`src/rtl/atan2_cordic.sv`:
```
// Iterative vectoring CORDIC atan2 in 16.16 fixed point: angle in degrees plus optional magnitude.
// Define ATAN2_MAG_EN to build the gain-compensated magnitude output; otherwise mag is tied to 0.
module atan2_cordic #(
  parameter int unsigned ITER = 16
) (
  input  logic        clk,
  input  logic        rst_n,
  input  logic        start,
  input  logic [31:0] x,
  input  logic [31:0] y,
  output logic        busy,
  output logic        valid,
  output logic [31:0] angle,
  output logic [31:0] mag
);

  typedef enum logic [2:0] {StIdle, StPre, StRot, StPost, StDone} state_e;

  localparam logic signed [31:0] Deg180  = 32'sh00B4_0000;
  localparam logic signed [31:0] DegM180 = -32'sh00B4_0000;
  localparam logic [4:0]         LastCnt = 5'(ITER - 1);

  state_e             r_state;
  logic signed [33:0] r_x, r_y;
  logic signed [31:0] r_z;
  logic [4:0]         r_cnt;
  logic               r_yzero, r_xneg;
  logic               r_busy, r_valid;
  logic [31:0]        r_angle, r_mag;

  logic signed [33:0] w_xs, w_ys;
  logic signed [31:0] w_t;
  logic [31:0]        w_angle, w_mag;

  // round(atan(2^-i) degrees * 65536)
  function automatic logic signed [31:0] atan_tab(input logic [4:0] i);
    case (i)
      5'd0:    atan_tab = 32'sh002D_0000;
      5'd1:    atan_tab = 32'sh001A_90A7;
      5'd2:    atan_tab = 32'sh000E_0947;
      5'd3:    atan_tab = 32'sh0007_2001;
      5'd4:    atan_tab = 32'sh0003_938B;
      5'd5:    atan_tab = 32'sh0001_CA38;
      5'd6:    atan_tab = 32'sh0000_E52A;
      5'd7:    atan_tab = 32'sh0000_7297;
      5'd8:    atan_tab = 32'sh0000_394C;
      5'd9:    atan_tab = 32'sh0000_1CA6;
      5'd10:   atan_tab = 32'sh0000_0E53;
      5'd11:   atan_tab = 32'sh0000_0729;
      5'd12:   atan_tab = 32'sh0000_0395;
      5'd13:   atan_tab = 32'sh0000_01CA;
      5'd14:   atan_tab = 32'sh0000_00E5;
      5'd15:   atan_tab = 32'sh0000_0073;
      5'd16:   atan_tab = 32'sh0000_0039;
      5'd17:   atan_tab = 32'sh0000_001D;
      5'd18:   atan_tab = 32'sh0000_000E;
      5'd19:   atan_tab = 32'sh0000_0007;
      5'd20:   atan_tab = 32'sh0000_0004;
      5'd21:   atan_tab = 32'sh0000_0002;
      5'd22:   atan_tab = 32'sh0000_0001;
      default: atan_tab = 32'sh0000_0000;
    endcase
  endfunction

  assign w_xs = r_x >>> r_cnt;
  assign w_ys = r_y >>> r_cnt;
  assign w_t  = atan_tab(r_cnt);

  // Axis inputs (y==0) bypass the rotation residue so 0, 180 and the origin come out exact.
  always_comb begin
    w_angle = r_z;
    if (r_yzero) begin
      w_angle = r_xneg ? Deg180 : 32'h0;
    end else if (r_z == DegM180) begin
      w_angle = Deg180;
    end
  end

`ifdef ATAN2_MAG_EN
  logic signed [50:0] w_prod, w_shift;
  assign w_prod  = 51'(r_x) * 51'sd39797;
  assign w_shift = w_prod >>> 16;
  always_comb begin
    if (w_shift[50]) begin
      w_mag = 32'h0;
    end else if (|w_shift[49:32]) begin
      w_mag = 32'hFFFF_FFFF;
    end else begin
      w_mag = w_shift[31:0];
    end
  end
`else
  assign w_mag = 32'h0;
`endif

  always_ff @(posedge clk or negedge rst_n) begin
    if (!rst_n) begin
      r_state <= StIdle;
      r_x     <= '0;
      r_y     <= '0;
      r_z     <= '0;
      r_cnt   <= '0;
      r_yzero <= 1'b0;
      r_xneg  <= 1'b0;
      r_busy  <= 1'b0;
      r_valid <= 1'b0;
      r_angle <= '0;
      r_mag   <= '0;
    end else begin
      case (r_state)
        StIdle: begin
          if (start) begin
            r_x     <= {{2{x[31]}}, x};
            r_y     <= {{2{y[31]}}, y};
            r_yzero <= (y == 32'h0);
            r_xneg  <= x[31];
            r_cnt   <= '0;
            r_busy  <= 1'b1;
            r_state <= StPre;
          end
        end
        StPre: begin
          if (r_x[33]) begin
            r_x <= -r_x;
            r_y <= -r_y;
            r_z <= r_y[33] ? DegM180 : Deg180;
          end else begin
            r_z <= '0;
          end
          r_state <= StRot;
        end
        StRot: begin
          if (!r_y[33]) begin
            r_x <= r_x + w_ys;
            r_y <= r_y - w_xs;
            r_z <= r_z + w_t;
          end else begin
            r_x <= r_x - w_ys;
            r_y <= r_y + w_xs;
            r_z <= r_z - w_t;
          end
          if (r_cnt == LastCnt) begin
            r_state <= StPost;
          end else begin
            r_cnt <= r_cnt + 5'd1;
          end
        end
        StPost: begin
          r_angle <= w_angle;
          r_mag   <= w_mag;
          r_busy  <= 1'b0;
          r_valid <= 1'b1;
          r_state <= StDone;
        end
        StDone: begin
          r_valid <= 1'b0;
          r_state <= StIdle;
        end
        default: r_state <= StIdle;
      endcase
    end
  end

  assign busy  = r_busy;
  assign valid = r_valid;
  assign angle = r_angle;
  assign mag   = r_mag;

endmodule
```
`config.mk`:
```
export PLATFORM = sky130hd
export DESIGN_NAME = atan2_cordic
export DESIGN_NICKNAME = d
export VERILOG_FILES = /design/src/rtl/atan2_cordic.sv
export SDC_FILE = /design/constraint.sdc
export NUM_CORES = 1
export LEC_CHECK = 0
export CORE_UTILIZATION = 45
export CTS_CLUSTER_SIZE = 20
export DETAILED_ROUTE_END_ITERATION = 6
export SYNTH_ARGS = -nofsm -noshare
export SYNTH_HDL_FRONTEND = slang
export SYNTH_SLANG_ARGS = --single-unit
```
`constraint.sdc`:
```
create_clock -name clk -period 7.8 [get_ports clk]
set_input_delay 1.56 -clock clk [delete_from_list [all_inputs] [get_ports clk]]
set_output_delay 1.56 -clock clk [all_outputs]
set_load 0.1 [all_outputs]
```
==> run metrics <==
Achievable Freq between 0.1 and 0.15 GHz; Final Slew Violations 0; met2 routed WL 35,400 µm; DR pass1 iterations 7; Slew HR between 20% and 30%; first-pass GRT wire length between 100,000 and 150,000 µm; layout cells sized above 1 around 9.0%; Core ar. 43,500 µm²; clock-pin slew on the worst setup and hold paths 70 ps; Fin Setup TNS 0 ps; Mapped Cells between 2,000 and 3,000; post-synthesis cell area about 20,000 µm²; final WL 77,500 µm; Worst Hold Class flip-flop to flip-flop; Synth top area share 18.0%; crit end category flip-flop; Clock Skews about 13 ps; Final setup viols 0; Main synth FF type dfrtp_1; Post-Route M1 WL around 33,000 µm; max-cap violation count 0; outcome finished, final reports clean; cell taking the most area after synthesis dfrtp_1; Post-synth top cells nand2_1 (288), nor2_1 (203), o21ai_0 (202); register area share after synthesis roughly 18%; DR WL met3 about 6400 µm; root buffer cell clkbuf_16; Final ANT Viol Nets 0; Die Y-Extent approximately 210 µm; unrepaired setup endpoints after global routing false; ys async rst share 100%; Worst Path Max Fanout 55; Die Wd about 210 µm; register bit total from synthesis 144; post-CTS setup buffers 0; ant diodes 0; maximum buffer depth of the clock tree 2; Slew @ Worst Pin around 1100 ps; fin nets between 2,000 and 3,000; CP arrival roughly 7400 ps; pin count of the biggest net entering global routing between 70 and 80; synthesis-to-finish area growth 8.41%; synth top area cells dfrtp_1 (18%), ha_1 (6.9%), mux4_2 (6.1%), nand2_1 (5.4%), o21ai_0 (5.1%); Detailed Route Iter0 Violations roughly 2,400; WS Path Type flip-flop to flip-flop; total die area approximately 45,000 µm²; Total GRT Usage about a third; EDFF count, synth 0; post_cts resized 0; top routing layer in use met4; routed vias approximately 21,000; DP HPWL 58,600 µm; IO Count 133; Hold-fix buffers, CTS 0; Worst Setup Start Kind flip-flop; Via density 6.64; most frequent cell after synthesis nand2_1; GR Overflow Total 0; worst skew pair latency about 500 ps; I/O Buffers 100; initial antenna violation count 0; Placer Congestion 0.996; synthesis warning total 0; cts bufs inserted 17; H-Tree Depth 4; Syn Area/Cell 7.88 µm²; Critical Path RT around 8200 ps; CTS Sinks between 100 and 150; vias in the first global route a little under 20,000; min cycle time layout ~6900 ps; Routed WL per cell ~25 µm; starting density of the core between 40% and 50%; CTS tree yes; Final Hold Fails 0; Yosys cell types 110; # DRC 0; Rows 76; fin crit share around nine tenths
-- layer usage --
| metal | track usage, % | up-vias |
|---|---|---|
| li1 | - | 9383 |
| met1 | 46.6 | 10100 |
| met2 | 54.9 | 986 |
| met3 | 5.34 | 154 |
| met4 | 13.2 | 0 |
| met5 | 0 | - |
-- registers in the layout (all words and copies together) (netlist names) --
signal,count
r_state,3
valid,1
r_x,34
busy,1
r_yzero,1
angle,32
r_xneg,1
r_z,32
r_y,34
r_cnt,5
-- cell type report --
class	instances	area, µm²
Tap cell	585	732
Clock buffer	18	439
Clock inverter	14	145
Timing Repair Buffer	143	1330
Multi-Input combinational cell	2135	15200
Fill cell	4356	21800
Inverter	67	251
Sequential cell	144	3620
-- metrics by stage --
| step | hold slack, ps | utilization, % | instance area [µm²] | instances | setup slack (ps) |
|---|---|---|---|---|---|
| 2_1_floorplan | 490 | - | 20100 | 2569 | 2200 |
| 3_3_place_gp | 461 | 48.5 | 21100 | 3074 | 1230 |
| 3_5_place_dp | 469 | 48.5 | 21100 | 3074 | 1120 |
| 4_1_cts | 484 | 49.9 | 21700 | 3106 | 1070 |
| 5_1_grt | 504 | 49.9 | 21700 | 3106 | 497 |
| 6_report | 476 | 49.9 | 21700 | 3106 | 883 |
-- critical path: stages (launching register included) --
cell,delay [ps]
dfrtp_4,850
buf_4,510
mux4_2,620
mux2i_1,510
nor2_1,120
a211o_1,370
nor4_4,420
nand3_1,320
or2_2,400
o21ai_0,180
o21a_1,140
o21ai_0,80
ha_1,390
nand2_1,100
nor2_1,190
and4_1,290
nand2_1,100
a21o_1,200
o21ba_2,220
o311a_1,370
nor4b_1,270
a211o_1,150
-- worst paths after layout --
path / startpoint / endpoint / slack (ps) / cells past startpoint
max: r_cnt[2] / r_x[32] / 880 / 21
min: angle[9] / angle[9] / 480 / 2
max reg2reg: r_cnt[2] / r_x[32] / 880 / 21
min reg2reg: angle[9] / angle[9] / 480 / 2
max in group asynchronous: rst_n / r_cnt[2] / 5190 / 2
min in group asynchronous: rst_n / angle[31] / 1100 / 1
-- cell families after synthesis --
family	share of synthesized area (%)
AND/OR/NAND/NOR	20.1
XOR/XNOR	8.10
buffers and inverters	6.80
AO/OA/AOI/OAI	27.6
flip-flops	18.0
multiplexers	12.1
other	0.0188
adder cells (fa/ha/maj)	7.25
-- placed cells by master, fill, tap and decap left out, types with 25 or more instances in the layout --
cell type        synthesis  routed
nand2_1                288     286
nor2_1                 203     203
o21ai_0                202     202
a21oi_1                165     165
dfrtp_1                144     138
xnor2_1                113     113
ha_1                   111     111
clkdlybuf4s50_1          0      99
nor3_1                  71      71
xor2_1                  70      70
a21o_1                  61      61
inv_1                   60      60
mux2i_1                 55      55
mux4_2                  54      54
buf_4                   45      43
a222oi_1                40      40
a31oi_1                 39      39
nand3_1                 37      37
mux2_2                  34      34
a211oi_1                32      32
conb_1                   1      32
nand2b_1                31      31
o22ai_1                 31      31
o31ai_1                 27      27
o211ai_1                25      25
Power is not shown: default switching activity piles up to over one toggle a cycle in this logic, so the estimate is an artifact.
